## src/rtl/button_command_encoder.sv

```systemverilog
// button_command_encoder
//
// Input front-end for the game core. Each of the five raw push-buttons goes
// through a 2-FF synchronizer, a debounce filter, a rising-edge detector and
// a one-deep pending flag. A fixed-priority arbiter then hands pending presses
// to the game FSM one at a time over a valid/ack handshake.
//
// Parameters:
//   DEBOUNCE_CYCLES  consecutive stable synchronized cycles needed to accept a
//                    level change (>= 2)
//   REPEAT_CYCLES    hold time between auto-repeat commands (auto-repeat only)
//
// Ports:
//   clk          system clock, all state on the rising edge
//   rst          asynchronous active-low reset
//   btnLeft      raw button, active-high, asynchronous
//   btnRight     raw button, active-high, asynchronous
//   btnUp        raw button, active-high, asynchronous
//   btnDown      raw button, active-high, asynchronous
//   btnSelect    raw button, active-high, asynchronous
//   cmd_ack      game core accepts the presented command this cycle
//   cmd_valid    a command is presented
//   cmd_code     0=none 1=left 2=right 3=up 4=down 5=select
//   btn_level    debounced levels {select,down,up,right,left}
//   cmd_overrun  sticky: a press was dropped because its flag was still set
//
// Build option:
//   BTN_AUTOREPEAT_EN  when defined, holding left/right/up/down re-arms the
//                      pending flag every REPEAT_CYCLES; select never repeats.

module button_command_encoder #(
    parameter int unsigned DEBOUNCE_CYCLES = 500000,
    parameter int unsigned REPEAT_CYCLES   = 12500000
) (
    input  logic       clk,
    input  logic       rst,
    input  logic       btnLeft,
    input  logic       btnRight,
    input  logic       btnUp,
    input  logic       btnDown,
    input  logic       btnSelect,
    input  logic       cmd_ack,
    output logic       cmd_valid,
    output logic [2:0] cmd_code,
    output logic [4:0] btn_level,
    output logic       cmd_overrun
);

    localparam int unsigned MaxCycles = (DEBOUNCE_CYCLES > REPEAT_CYCLES) ?
                                        DEBOUNCE_CYCLES : REPEAT_CYCLES;
    localparam int unsigned CNT_W     = $clog2(MaxCycles + 1);
    localparam int          NumBtn    = 5;

    typedef enum logic [0:0] {StIdle, StPresent} arbStateT;

    // Bit order matches btn_level and cmd_code-1.
    logic [4:0] rawBtn;
    logic [4:0] syncMeta;
    logic [4:0] syncBtn;
    logic [4:0] debLevel;
    logic [4:0] levelPrev;
    logic [4:0] rise;
    logic [4:0] repeatSet;
    logic [4:0] pendingQ;
    logic [4:0] pendingD;
    logic       overrunQ;
    logic       overrunD;
    logic [4:0] clearMask;
    logic [4:0] pickMask;
    logic [2:0] pickCode;
    logic [2:0] codeQ;
    logic [2:0] codeD;
    arbStateT   stateQ;
    arbStateT   stateD;

    assign rawBtn = {btnSelect, btnDown, btnUp, btnRight, btnLeft};

    // Two-flop synchronizer
    always_ff @(posedge clk or negedge rst) begin
        if (!rst) begin
            syncMeta <= '0;
            syncBtn  <= '0;
        end else begin
            syncMeta <= rawBtn;
            syncBtn  <= syncMeta;
        end
    end

    // Debounce: count consecutive cycles the synchronized input disagrees with
    // the accepted level; any agreement restarts the count.
    for (genvar b = 0; b < NumBtn; b++) begin : gDebounce
        logic [CNT_W-1:0] cnt;
        logic             level;

        always_ff @(posedge clk or negedge rst) begin
            if (!rst) begin
                cnt   <= '0;
                level <= 1'b0;
            end else if (syncBtn[b] == level) begin
                cnt <= '0;
            end else if (cnt == CNT_W'(DEBOUNCE_CYCLES - 1)) begin
                cnt   <= '0;
                level <= ~level;
            end else begin
                cnt <= cnt + CNT_W'(1);
            end
        end

        assign debLevel[b] = level;
    end

    always_ff @(posedge clk or negedge rst) begin
        if (!rst) begin
            levelPrev <= '0;
        end else begin
            levelPrev <= debLevel;
        end
    end

    assign rise = debLevel & ~levelPrev;

`ifdef BTN_AUTOREPEAT_EN
    // Repeat timer only runs while the button is held and its previous
    // command has already been taken by the arbiter.
    for (genvar b = 0; b < 4; b++) begin : gRepeat
        logic [CNT_W-1:0] rptCnt;
        logic             running;
        logic             expire;

        assign running      = debLevel[b] & ~pendingQ[b];
        assign expire       = running && (rptCnt == CNT_W'(REPEAT_CYCLES - 1));
        assign repeatSet[b] = expire;

        always_ff @(posedge clk or negedge rst) begin
            if (!rst) begin
                rptCnt <= '0;
            end else if (!running || expire) begin
                rptCnt <= '0;
            end else begin
                rptCnt <= rptCnt + CNT_W'(1);
            end
        end
    end
    assign repeatSet[4] = 1'b0;
`else
    assign repeatSet = '0;
`endif

    // Fixed priority: select > up > down > left > right
    always_comb begin
        pickMask = '0;
        pickCode = 3'd0;
        if (pendingQ[4]) begin
            pickMask = 5'b10000;
            pickCode = 3'd5;
        end else if (pendingQ[2]) begin
            pickMask = 5'b00100;
            pickCode = 3'd3;
        end else if (pendingQ[3]) begin
            pickMask = 5'b01000;
            pickCode = 3'd4;
        end else if (pendingQ[0]) begin
            pickMask = 5'b00001;
            pickCode = 3'd1;
        end else if (pendingQ[1]) begin
            pickMask = 5'b00010;
            pickCode = 3'd2;
        end
    end

    always_comb begin
        stateD    = stateQ;
        codeD     = codeQ;
        clearMask = '0;
        unique case (stateQ)
            StIdle: begin
                if (|pendingQ) begin
                    stateD    = StPresent;
                    codeD     = pickCode;
                    clearMask = pickMask;
                end
            end
            StPresent: begin
                if (cmd_ack) begin
                    stateD = StIdle;
                    codeD  = 3'd0;
                end
            end
            default: begin
                stateD = StIdle;
                codeD  = 3'd0;
            end
        endcase
    end

    // A rise landing on the same edge its flag is handed to the arbiter simply
    // re-arms the flag; only a rise onto a flag that stays set is a drop.
    always_comb begin
        pendingD = (pendingQ & ~clearMask) | rise | repeatSet;
        overrunD = overrunQ | (|(rise & pendingQ & ~clearMask));
    end

    always_ff @(posedge clk or negedge rst) begin
        if (!rst) begin
            stateQ   <= StIdle;
            codeQ    <= 3'd0;
            pendingQ <= '0;
            overrunQ <= 1'b0;
        end else begin
            stateQ   <= stateD;
            codeQ    <= codeD;
            pendingQ <= pendingD;
            overrunQ <= overrunD;
        end
    end

    assign cmd_valid   = (stateQ == StPresent);
    assign cmd_code    = codeQ;
    assign btn_level   = debLevel;
    assign cmd_overrun = overrunQ;

endmodule

```

## config.mk

```make
export PLATFORM = sky130hd
export DESIGN_NAME = button_command_encoder
export DESIGN_NICKNAME = d
export VERILOG_FILES = /design/src/rtl/button_command_encoder.sv
export SDC_FILE = /design/constraint.sdc
export NUM_CORES = 1
export LEC_CHECK = 0
export ABC_AREA = 1
export BUFFER_PORTS_ARGS = -buffer_cell sky130_fd_sc_hd__buf_4
export CAP_MARGIN = 10
export CORE_MARGIN = 10
export CORE_UTILIZATION = 63
export DETAILED_ROUTE_END_ITERATION = 16
export PLACE_DENSITY = 0.9
export SLEW_MARGIN = 20
export SYNTH_ARGS = -nofsm -noshare
export SYNTH_HDL_FRONTEND = slang
export SYNTH_SLANG_ARGS = --single-unit
```

## constraint.sdc

```tcl
create_clock -name clk -period 1.69 [get_ports clk]
set_input_delay 0.0845 -clock clk [delete_from_list [all_inputs] [get_ports clk]]
set_output_delay 0.0845 -clock clk [all_outputs]
set_load 0.1 [all_outputs]
```

==> results.json <==
{
  "synth.distinct_cells": 30,
  "synth_warnings": 0,
  "synth_top_area_frac": 0.449,
  "syn_area_per_cell_um2": 7.12,
  "critPathKind": "reg2reg",
  "routabilityCongestion": 0.969,
  "antenna_found_initial": 0,
  "setup_violations": 0,
  "grt_pass1_wl_um": 34600,
  "power.net_switching_w": 0.00174,
  "design.core.area_um2": 13100,
  "fin_skew_ns": 0.00818,
  "layout-drive-gt1-share": 0.0919,
  "dp_hpwl_um": 14400,
  "syn-instance-count": 1175,
  "timing.hold.ws_ns": 0.208,
  "clkLatencyLatePin_ns": 0.42,
  "r2r-end": "gDebounce[0].cnt[8]",
  "critPathRequiredTime_ns": 2.00,
  "ys.flop_type": "dfrtp_1",
  "cts_buffers": 17,
  "layout_commonest_cell": "nor2_1",
  "power.leakage_nw": 4.07,
  "fin_cells": 1416,
  "p_per_area_nw_per_um2": 883,
  "max_freq_ghz": 0.631,
  "synth-edff-count": 0,
  "p_int_w": 0.00682,
  "grt_max_degree": 62,
  "start_kind": "flip-flop",
  "syn-num-nets": 1188,
  "final_nets": 1241,
  "slew_headroom": 0.597,
  "clock_power_share": 0.531,
  "drtIter0Drc": 895,
  "post-route-min-period_ns": 1.59,
  "die_y_um": 135,
  "hold_path_class": "in2async",
  "r2r_start": "gDebounce[0].cnt[0]",
  "clk_pin_slew_worst_paths_ns": 0.06,
  "drtAntennaViolNets": 0,
  "drc_errors": 0,
  "num_vias": 7819,
  "drt_pass1_iterations": 6,
  "io_buffers": 17,
  "yosys.area.top_type": "dfrtp_1",
  "gr-usage-met1": 0.288,
  "root_buffer": "clkbuf_16",
  "cts.sinks": 150,
  "drv_slew": 0,
  "finalPower_w": 0.00856,
  "via_per_inst": 5.52,
  "num_io_pins": 18,
  "cap_violations": 0,
  "worstPathArrival_ns": 1.89,
  "rr_worst_depth": 8,
  "comb_power_share": 0.039,
  "pwr-share-seq": 0.431,
  "reg2reg_slack_ns": 0.10,
  "grt_usage": 0.229,
  "final_util": 0.737,
  "grtUsageMet2": 0.383,
  "antenna_cells": 0,
  "status": "finished, final reports clean",
  "clockBufferDepth": 2,
  "end_kind": "flip-flop",
  "htreeDepth": 4,
  "dieArea_um2": 18300,
  "num_rows": 42,
  "crit_fanout": 8,
  "die_x_um": 135,
  "gr-usage-met3": 0.0486,
  "netSwitchingFraction": 0.203,
  "finalSetupTns_ns": 0,
  "hold_viol_final": 0,
  "start_util": 0.636,
  "ir_drop_uv": 871,
  "top_usage_layer": "met2",
  "grt_remaining_overflow": 0,
  "ys_async_sr_fraction": 1.00,
  "dp_cells": 1378,
  "period_share": 0.938,
  "syn_to_final_growth_pct": 15.9,
  "layout_common_cells": "nor2_1 (318), nand2_1 (282), dfrtp_1 (149), inv_1 (121), nand3_1 (117)",
  "synth_seq_cells": 150,
  "avgRoutedWirePerCell_um": 14.3,
  "syn_area_um2": 8360,
  "ys_top_cells_by_area": "dfrtp_1 (45%), nor2_1 (14%), nand2_1 (13%), nand3_1 (7.1%), inv_1 (5.6%)",
  "wirelength_um": 20300,
  "synth_seq_area_share": 0.449,
  "cts_tree": "yes",
  "grt_pass1_vias": 7555,
  "tightest_slew_ns": 0.605
}
per-layer routing:
layer  up-vias  routed length [um]
met2       308               10100
met5         -                   0
li1       3780                   -
met3        56                1300
met1      3675                8420
met4         0                 457
power groups by stage:
stage | clock network (W) | registers [W] | logic [W]
final | 0.00454 | 0.00368 | 0.000332
after global routing | 0.00473 | 0.00369 | 0.000373
after floorplan | 0 | 0.00378 | 0.000110
after CTS | 0.00458 | 0.00368 | 0.000332
after detailed placement | 0 | 0.00375 | 0.000314
after global placement | 0 | 0.00374 | 0.000304
state kept, by name, indices dropped and copies added, names as in the netlist:
signal / cells
cmd_code: 3
cmd_overrun: 1
cmd_valid: 1
gDebounce.cnt: 120
gDebounce.level: 5
levelPrev: 5
pendingQ: 5
syncBtn: 5
syncMeta: 5
cell families (layout without fill, tap and decap cells):
| family | after synthesis | count (layout) | share of synthesized area |
|---|---|---|---|
| fa+ha+maj | 5 | 5 | 0.00748 |
| simple gates | 799 | 799 | 0.403 |
| flops | 150 | 150 | 0.449 |
| buf+inv | 136 | 201 | 0.0646 |
| compound gates | 34 | 34 | 0.0211 |
| xor+xnor | 51 | 51 | 0.0552 |
critical path, stage by stage, from the launching register on:
cell,delay (ns)
dfrtp_1,0.43
ha_4,0.19
inv_1,0.07
nor2_4,0.15
nand2_1,0.11
nor2_2,0.17
nand3_4,0.16
nand2_2,0.14
nor2_1,0.06
worst max path at each step:
stage / slack [ns] / startpoint / cells after the start / endpoint
after floorplan: 0.20 / cmd_valid / 5 / cmd_overrun
after global placement: 0.16 / gDebounce[1].cnt[0] / 8 / gDebounce[1].cnt[18]
after detailed placement: 0.08 / gDebounce[0].cnt[0] / 8 / gDebounce[0].cnt[1]
after CTS: 0.002 / gDebounce[0].cnt[0] / 8 / gDebounce[0].cnt[0]
after global routing: -0.02 / gDebounce[2].cnt[0] / 8 / gDebounce[2].cnt[17]
final: 0.10 / gDebounce[0].cnt[0] / 8 / gDebounce[0].cnt[8]
Yosys cell counts, drive strengths merged, types with 2 or more instances:
cell type	instances
nor3b	4
xnor2	14
inv	126
nand2	292
o21ai	16
buf	9
nor2	335
nand3b	3
dfrtp	150
xor2	37
ha	5
nand3	125
nand4	16
o21bai	2
nor3	22
a21oi	15
final cells by class:
type | count | area (um^2)
Clock inverter | 12 | 275
Multi-Input combinational cell | 889 | 4130
Fill cell | 976 | 3450
Sequential cell | 150 | 3750
Inverter | 126 | 473
Tap cell | 176 | 220
Clock buffer | 19 | 433
Timing Repair Buffer | 44 | 402
metrics by stage:
stage | setup WS [ns] | cell area [um^2]
2_1_floorplan | 0.200 | 8360
3_3_place_gp | 0.157 | 8850
3_5_place_dp | 0.0771 | 8850
4_1_cts | 0.00160 | 9630
5_1_grt | -0.0234 | 9690
6_report | 0.104 | 9690
repair_timing:
action                                 in CTS  in global routing
buffers inserted                            0                  0
setup endpoints to repair                   2                 43
gates resized for setup                     0                 19
hold buffers                                7                  0
pin swaps                                   1                  2
endpoints found under the hold margin      61                  0
Power figures use the tool's default switching activity.
